<file path="src/rtl/stand_src_pkg.sv">
`default_nettype none
// ============================================================================
// Module   : stand_src_pkg
// Brief    : Shared FSM encoding, LFSR constants and helpers for stand_src.
// Revision : 1.0 - initial release
// ============================================================================
package stand_src_pkg;

  typedef enum logic [1:0] {
    ST_IDLE     = 2'd0,
    ST_WAIT_DLY = 2'd1,
    ST_SEND     = 2'd2,
    ST_FINISH   = 2'd3
  } state_t;

  localparam logic [31:0] C_LFSR_POLY     = 32'h8020_0003;
  localparam logic [31:0] C_ZERO_SEED_SUB = 32'h0000_0001;

  // An all-zero Galois LFSR never leaves zero, so a zero seed is substituted.
  function automatic logic [31:0] fix_seed(input logic [31:0] seed);
    return (seed == 32'h0) ? C_ZERO_SEED_SUB : seed;
  endfunction

  function automatic logic [31:0] lfsr_step(input logic [31:0] v);
    return v[0] ? ((v >> 1) ^ C_LFSR_POLY) : (v >> 1);
  endfunction

endpackage
`default_nettype wire

</file>
<file path="src/rtl/stand_lfsr32.sv">
`default_nettype none
// ============================================================================
// Module   : stand_lfsr32
// Brief    : 32-bit right-shifting Galois LFSR, one step per asserted step.
// Revision : 1.0 - initial release
// ============================================================================
module stand_lfsr32 (
  input  logic        clk,
  input  logic        rst_,
  input  logic [31:0] seed,
  input  logic        step,
  output logic [31:0] value
);
  import stand_src_pkg::*;

  logic [31:0] r_value;

  always_ff @(posedge clk or negedge rst_) begin
    if (!rst_) begin
      r_value <= fix_seed(seed);
    end else if (step) begin
      r_value <= lfsr_step(r_value);
    end
  end

  assign value = r_value;

endmodule
`default_nettype wire

</file>
<file path="src/rtl/stand_src.sv">
`default_nettype none
// ============================================================================
// Module   : stand_src
// Brief    : Paced pseudo-random transaction source with tag, count and XOR sum.
// Revision : 1.0 - initial release
// ============================================================================
module stand_src #(
  parameter int          DATA_W   = 32,
  parameter int          ID_W     = 4,
  parameter int          NUM_TX   = 64,
  parameter logic [31:0] SRC_SEED = 32'h1d76993a
) (
  input  logic              clk,
  input  logic              rst_,
  input  logic              run,
  output logic              delay_start,
  input  logic              delay_done,
  output logic              out_valid,
  input  logic              out_ready,
  output logic [DATA_W-1:0] out_data,
  output logic [ID_W-1:0]   out_id,
  output logic [15:0]       tx_cnt,
  output logic [DATA_W-1:0] csum,
  output logic              all_done
);
  import stand_src_pkg::*;

  localparam logic [15:0] C_LAST_IDX = 16'(NUM_TX - 1);

  state_t            r_state;
  logic              r_out_valid;
  logic              r_all_done;
  logic [ID_W-1:0]   r_out_id;
  logic [15:0]       r_tx_cnt;
  logic [DATA_W-1:0] r_csum;
  logic [31:0]       w_lfsr;
  logic              w_hs;
  logic              w_unused_lfsr;

  assign w_hs = r_out_valid && out_ready;

  stand_lfsr32 u_lfsr (
    .clk   (clk),
    .rst_  (rst_),
    .seed  (SRC_SEED),
    .step  (w_hs),
    .value (w_lfsr)
  );

  always_ff @(posedge clk or negedge rst_) begin
    if (!rst_) begin
      r_state     <= ST_IDLE;
      r_out_valid <= 1'b0;
      r_all_done  <= 1'b0;
      r_out_id    <= '0;
      r_tx_cnt    <= '0;
      r_csum      <= '0;
    end else begin
      case (r_state)
        ST_IDLE: begin
          if (run) begin
            r_state  <= ST_WAIT_DLY;
            r_out_id <= '0;
            r_tx_cnt <= '0;
            r_csum   <= '0;
          end
        end
        ST_WAIT_DLY: begin
          if (delay_done) begin
            r_state     <= ST_SEND;
            r_out_valid <= 1'b1;
          end
        end
        ST_SEND: begin
          if (w_hs) begin
            r_out_valid <= 1'b0;
            r_tx_cnt    <= r_tx_cnt + 16'd1;
            r_csum      <= r_csum ^ w_lfsr[DATA_W-1:0];
            r_out_id    <= r_out_id + ID_W'(1);
            if (r_tx_cnt == C_LAST_IDX) begin
              r_state    <= ST_FINISH;
              r_all_done <= 1'b1;
            end else begin
              r_state <= ST_WAIT_DLY;
            end
          end
        end
        ST_FINISH: begin
          r_all_done <= 1'b0;
          if (run) begin
            r_state  <= ST_WAIT_DLY;
            r_out_id <= '0;
            r_tx_cnt <= '0;
            r_csum   <= '0;
          end else begin
            r_state <= ST_IDLE;
          end
        end
        default: r_state <= ST_IDLE;
      endcase
    end
  end

  // The companion delay generator sees its own expiry echoed only while waiting.
  assign delay_start = (r_state == ST_WAIT_DLY) && delay_done;

  assign out_valid     = r_out_valid;
  assign out_data      = w_lfsr[DATA_W-1:0];
  assign out_id        = r_out_id;
  assign tx_cnt        = r_tx_cnt;
  assign csum          = r_csum;
  assign all_done      = r_all_done;
  assign w_unused_lfsr = ^w_lfsr;

endmodule
`default_nettype wire

</file>
<file path="config.mk">
export PLATFORM = sky130hd
export DESIGN_NAME = stand_src
export DESIGN_NICKNAME = d
export VERILOG_FILES = /design/src/rtl/stand_src_pkg.sv /design/src/rtl/stand_lfsr32.sv /design/src/rtl/stand_src.sv
export SDC_FILE = /design/constraint.sdc
export NUM_CORES = 1
export LEC_CHECK = 0
export CORE_MARGIN = 2
export CORE_UTILIZATION = 37
export CTS_BUF_LIST = sky130_fd_sc_hd__clkbuf_2 sky130_fd_sc_hd__clkbuf_4 sky130_fd_sc_hd__clkbuf_8
export DETAILED_ROUTE_END_ITERATION = 10
export PLACE_DENSITY = 0.6
export SLEW_MARGIN = 10
export SYNTH_ARGS = -nofsm -noshare
export SYNTH_HDL_FRONTEND = slang
export SYNTH_SLANG_ARGS = --single-unit
</file>
<file path="constraint.sdc">
create_clock -name clk -period 3.25 [get_ports clk]
set_input_delay 0.975 -clock clk [delete_from_list [all_inputs] [get_ports clk]]
set_output_delay 0.975 -clock clk [all_outputs]
set_load 0.05 [all_outputs]
</file>
==> results of run 1 <==
## final timing paths
kind                                       start          endpoint  cells after the start
worst min register to register  u_lfsr.value[21]  u_lfsr.value[21]                      2
worst max register to register        r_state[0]        tx_cnt[11]                      6
worst max-delay path                  delay_done       delay_start                      3
max in group asynchronous                   rst_  u_lfsr.value[27]                      2
min in group asynchronous                   rst_        tx_cnt[14]                      1
worst min-delay path            u_lfsr.value[21]  u_lfsr.value[21]                      2
## sequential cells by signal, indices dropped and copies added, names as in the netlist
signal and cells:
all_done 1, csum 32, out_id 4, tx_cnt 16
out_valid 1, r_state 2, u_lfsr.value 32
## layer usage
metal	vias up	part of all wire (%)	GRT usage, %
li1	1419	-	-
met1	1509	46	23.0
met2	76	48	25.4
met3	11	4.5	3.44
met4	0	1.5	7.42
met5	-	0	0
## cell usage after synthesis, types with 3 or more instances
| cell type | number | area [µm²] |
|---|---|---|
| nand2_1 | 15 | 56.3 |
| clkbuf_1 | 10 | 37.5 |
| nand3_1 | 39 | 195 |
| buf_1 | 4 | 15.0 |
| inv_1 | 7 | 26.3 |
| mux2_2 | 29 | 327 |
| a21oi_1 | 9 | 45.0 |
| xor2_1 | 39 | 342 |
| o21ai_0 | 10 | 50.1 |
| xnor2_1 | 3 | 26.3 |
| nor2_1 | 40 | 150 |
| ha_1 | 7 | 87.6 |
| dfrtp_1 | 71 | 1780 |
| dfstp_2 | 17 | 447 |
| and2_1 | 4 | 25.0 |
| and4_1 | 3 | 26.3 |
| buf_2 | 6 | 30.0 |
| nand4_1 | 10 | 62.6 |
| or4_1 | 7 | 52.6 |
| o31ai_1 | 7 | 52.6 |
## per-stage QoR
stage	hold slack [ns]	setup WS, ns	utilization, %
after floorplan	0.513	0.888	-
after global placement	0.505	0.512	47.6
after detailed placement	0.507	0.453	47.6
after CTS	0.521	0.481	49.5
after global routing	0.537	0.436	49.5
final	0.514	0.515	49.5
## cell type report
class | count | area share, %
Inverter | 7 | 0.494
Tap cell | 140 | 3.30
Timing Repair Buffer | 100 | 18.8
Clock inverter | 3 | 0.800
Sequential cell | 88 | 41.8
Multi-Input combinational cell | 242 | 31.8
Clock buffer | 13 | 3.01
## power by group through the flow
| stage | logic (µW) | clock network [µW] | registers, µW |
|---|---|---|---|
| detailed placement | 939 | 0 | 1220 |
| CTS | 941 | 816 | 1200 |
| global route | 1020 | 850 | 1210 |
| floorplan | 555 | 0 | 1300 |
| finish | 923 | 778 | 1200 |
| global placement | 929 | 0 | 1220 |
## worst max-delay path, delay by kind of cell
family,cells,cell delay (ns)
buf+inv,2,0.61
simple gates,1,0.17
## logic make-up after synthesis
logic type	after synthesis	share of synthesized area (%)
AO/OA/AOI/OAI	35	5.68
XOR/XNOR	42	9.12
adder cells (fa/ha/maj)	7	2.17
buffers and inverters	29	3.10
flip-flops	88	55.1
multiplexers	31	8.72
AND/OR/NAND/NOR	127	16.1
==> flow_summary.toml, run 1 <==
[outcome]
status = "finished, final reports clean"

[clocking]
post_cts_buffers = 0
numClockSinks = 88
cts-root-buf = "clkbuf_8"
h-tree-depth = 3
clk_pin_slew_worst_paths_ns = 0.09
cts_tree = "done"
clk_path_buf_depth = 2
cts_resized = 0
hold_buffers = 0
clk_latency_ns = 0.36
numCtsBuffers = 9

[synthesis]
yosys_warnings = 0
yosysSeqAreaShare_pct = 55.1
synth_cells = 359
synth_ff_type = "dfrtp_1"
avgSynthCellArea_um2 = 11.2
synth_seq_cells = 88
synth_edf_count = 0
ys_async_sr_fraction_pct = 100
syn_area_um2 = 4030
syn_nets = 371
synth.distinct_cells = 39

[global_route]
grt_pass1_wl_um = 15300
grt_pass1_vias = 3034
grt_overflow = 0
antenna_found_initial = 0
grtUsageTotal_pct = 16.7
grt_max_degree = 51

[finish]
multi_input_area_um2 = 1690
final_cell_mix = "89 x clkdlybuf4s50_1, 71 x dfrtp_1, 40 x nor2_1, 39 x nand3_1, 39 x xor2_1"
final.fill_count = 1029
seq_area_um2 = 2220
final_cells = 593
final_common_cell = "clkdlybuf4s50_1"
area_delta_synth_final_pct = 31.8
num_antenna_cells = 0
final_area_um2 = 5320
drive_above_1_share_pct = 17.4
layout.nets = 460

[placed_design]
portBuffers = 91
placed_area_um2 = 5110
place_inst = 577
place.gp.congestion = 0.797
hpwl_um = 6080

[die]
die_w_um = 108
die-height_um = 108
rows = 38
initial_utilization_pct = 37.5
core_um2 = 10700
io_pins = 92
die-area_um2 = 11800

[power]
vdd.ir_drop.worst_mv = 0.408
pwr-share-comb_pct = 31.8
p_per_area_nw_per_um2 = 546
internal_power_uw = 1810
p_switching_uw = 1090
total_power_uw = 2900
p_leak_uw = 0.00229
seqPwrFrac_pct = 41.4
swShare_pct = 37.6
pwr-share-clk_pct = 26.8

[timing]
finalSetupViolations = 0
period_needed_ns = 2.73
rsz0062_at_grt = "no"
tns_ns = 0
fin_crit_sh_pct = 84.2
fmax_mhz = 366
final_hold_viol_count = 0
finClkSkew_ns = 0.0140
slew_headroom_pct = 57.1
slew_viol_final = 0
worstMarginPinSlew_ns = 0.644

[routing]
num_vias = 3015
viasPerCell = 5.08
wirelength_um = 9080
postRouteAntennaNets = 0
drt_first_pass_iters = 4
wl_per_cell_um = 15.3
route.detailed.drc = 0
first_iter_violations = 152

[setup_path]
cpMaxStageDelayCell = "clkdlybuf4s50_1"
critPathMaxFanout = 2
arrival_ns = 1.76
worst_ep_required_time_ns = 2.27
path_class = "input pin to primary output"
critical_path.cell_chain = "clkdlybuf4s50_1 -> and2_1 -> buf_12"
endpoint_kind = "primary output"
slowest_delay_ns = 0.47
critPathLaunchType = "input pin"
reg2reg_slack_ns = 1.01

[flow_run]
drv_cap = 0

[min_path]
hold_path.class = "flip-flop to flip-flop"
(Power assumes the default switching activity.)
==> run 2, diff against run 1 <==
--- a/config.mk
+++ b/config.mk
@@ -9,7 +9,7 @@
 export CORE_UTILIZATION = 37
 export CTS_BUF_LIST = sky130_fd_sc_hd__clkbuf_2 sky130_fd_sc_hd__clkbuf_4 sky130_fd_sc_hd__clkbuf_8
 export DETAILED_ROUTE_END_ITERATION = 10
-export PLACE_DENSITY = 0.6
+export PLACE_DENSITY = 0.62
 export SLEW_MARGIN = 10
 export SYNTH_ARGS = -nofsm -noshare
 export SYNTH_HDL_FRONTEND = slang
==> constraint.sdc (replaced) <==
create_clock -name clk -period 2.38 [get_ports clk]
set_input_delay 0.714 -clock clk [delete_from_list [all_inputs] [get_ports clk]]
set_output_delay 0.714 -clock clk [all_outputs]
set_load 0.05 [all_outputs]
==> flow_summary.toml, run 2 (same netlist as run 1, synthesis figures left out) <==
[placed_design]
place.gp.congestion = 0.878
preCtsSetupSlack_ns = 0.00406
portBuffers = 91
hpwl_um = 6120

[clocking]
cts_tree = "done"
cts-root-buf = "clkbuf_8"
clk_latency_ns = 0.36
h-tree-depth = 3
post_cts_buffers = 0
clk_path_buf_depth = 2
clk_pin_slew_worst_paths_ns = 0.08
numCtsBuffers = 9
hold_buffers = 0
numClockSinks = 88

[routing]
drt_first_pass_iters = 4
num_vias = 2988
wirelength_um = 9340
viasPerCell = 4.97
route.detailed.drc = 0
wl_per_cell_um = 15.5
postRouteAntennaNets = 0
first_iter_violations = 143

[setup_path]
reg2reg_slack_ns = 0.27
ff2ff_path_depth = 6
cp_top_family = "buffers and inverters"
rr_startpoint = "r_state[1]"
critical_path.cell_chain = "clkdlybuf4s50_1"
critPathLaunchType = "flip-flop"
r2r_end = "tx_cnt[9]"
arrival_ns = 1.62
cp.depth = 1
critPathMaxFanout = 5
cpMaxStageDelayCell = "clkdlybuf4s50_1"
endpoint_kind = "primary output"
worst_ep_required_time_ns = 1.67
path_buf_inv = 1
slowest_delay_ns = 0.83
path_class = "flip-flop to primary output"

[die]
die-height_um = 108
initial_utilization_pct = 37.5
core_um2 = 10700
rows = 38
die_w_um = 108
io_pins = 92
die-area_um2 = 11800

[finish]
drive_above_1_share_pct = 23.6
final_common_cell = "dfrtp_1"
layout.nets = 468
num_antenna_cells = 0
area_delta_synth_final_pct = 34.1
final_cell_mix = "71 x dfrtp_1, 50 x clkdlybuf4s50_1, 40 x nor2_1, 39 x nand3_1, 39 x xor2_1"

[power]
p_leak_uw = 0.00261
vdd.ir_drop.worst_mv = 0.566
p_per_area_nw_per_um2 = 784

[flow_run]
drv_cap = 0

[timing]
tns_ns = 0
finalSetupViolations = 0
fmax_mhz = 428
rsz0062_at_grt = "no"
slew_viol_final = 0
worstMarginPinSlew_ns = 0.541
hold_ws_ns = 0.391
slew_headroom_pct = 63.9
fin_crit_sh_pct = 98.1
period_needed_ns = 2.33
finClkSkew_ns = 0.00841
setup_ws_ns = 0.0455
final_hold_viol_count = 0

[min_path]
hold_path.class = "input pin to asynchronous set/reset pin"

[global_route]
grt_max_degree = 89
grtUsageTotal_pct = 16.9
grt_overflow = 0
grt_pass1_wl_um = 15400
antenna_found_initial = 0
grt_pass1_vias = 2964

[outcome]
status = "finished, final reports clean"
[run 2: cell count changes in the layout (fill, tap and decap cells not counted)]
cell / before / now
buf_4: 9 / 36
clkbuf_8: 10 / 12
clkinv_2: 1 / 0
clkbuf_4: 3 / 2
clkinvlp_4: 1 / 0
bufinv_16: 1 / 2
buf_12: 2 / 5
dlygate4sd2_1: 0 / 8
dlymetal6s2s_1: 0 / 9
clkdlybuf4s50_1: 89 / 50
[run 2: timing repair]
item | in CTS | in global routing
setup endpoints to repair | 8 | 9
resized for setup | 8 | 9
endpoints found under the hold margin | 0 | 0
gates cloned | 0 | 0
pin swaps | 0 | 0
[run 2: metrics by stage]
step           cell area (µm²)  total power, µW  std cells  utilization, %
2_1_floorplan             4030             2530        359               -
3_3_place_gp              5150             3030        585            48.0
3_5_place_dp              5150             3070        585            48.0
4_1_cts                   5390             4290        601            50.1
5_1_grt                   5410             4490        601            50.3
6_report                  5410             4240        601            50.3
[run 2: where the power goes]
part / internal (µW) / switching (µW)
clock: 702 / 511
sequential: 1550 / 98.4
combinational: 456 / 920
total: 2710 / 1530
[run 2: worst max path at each step]
stage / to / slack (ns) / from
after global routing: tx_cnt[5] / 0.004 / tx_cnt[5]
after detailed placement: r_state[0] / 0.004 / run
after floorplan: tx_cnt[15] / 0.42 / r_state[0]
after global placement: tx_cnt[4] / 0.05 / out_ready
final: tx_cnt[5] / 0.05 / tx_cnt[5]
after CTS: out_id[0] / 0.0003 / out_id[0]
[run 2: per-layer routing]
| layer | global-route usage, % | vias to the layer above | wire length, µm |
|---|---|---|---|
| met5 | 0 | - | 0 |
| met4 | 5.77 | 0 | 122 |
| met3 | 4.58 | 12 | 497 |
| met2 | 25.4 | 76 | 4210 |
| met1 | 23.4 | 1467 | 4510 |
| li1 | - | 1433 | - |
[run 2: area by class of cell]
cell class | instances | area, µm²
fill | 998 | 5340
sequential | 88 | 2220
multi-input combinational | 242 | 1690
timing repair buffer | 108 | 1050
clock buffer | 14 | 180
tap | 140 | 175
clock inverter | 2 | 60.1
inverter | 7 | 26.3
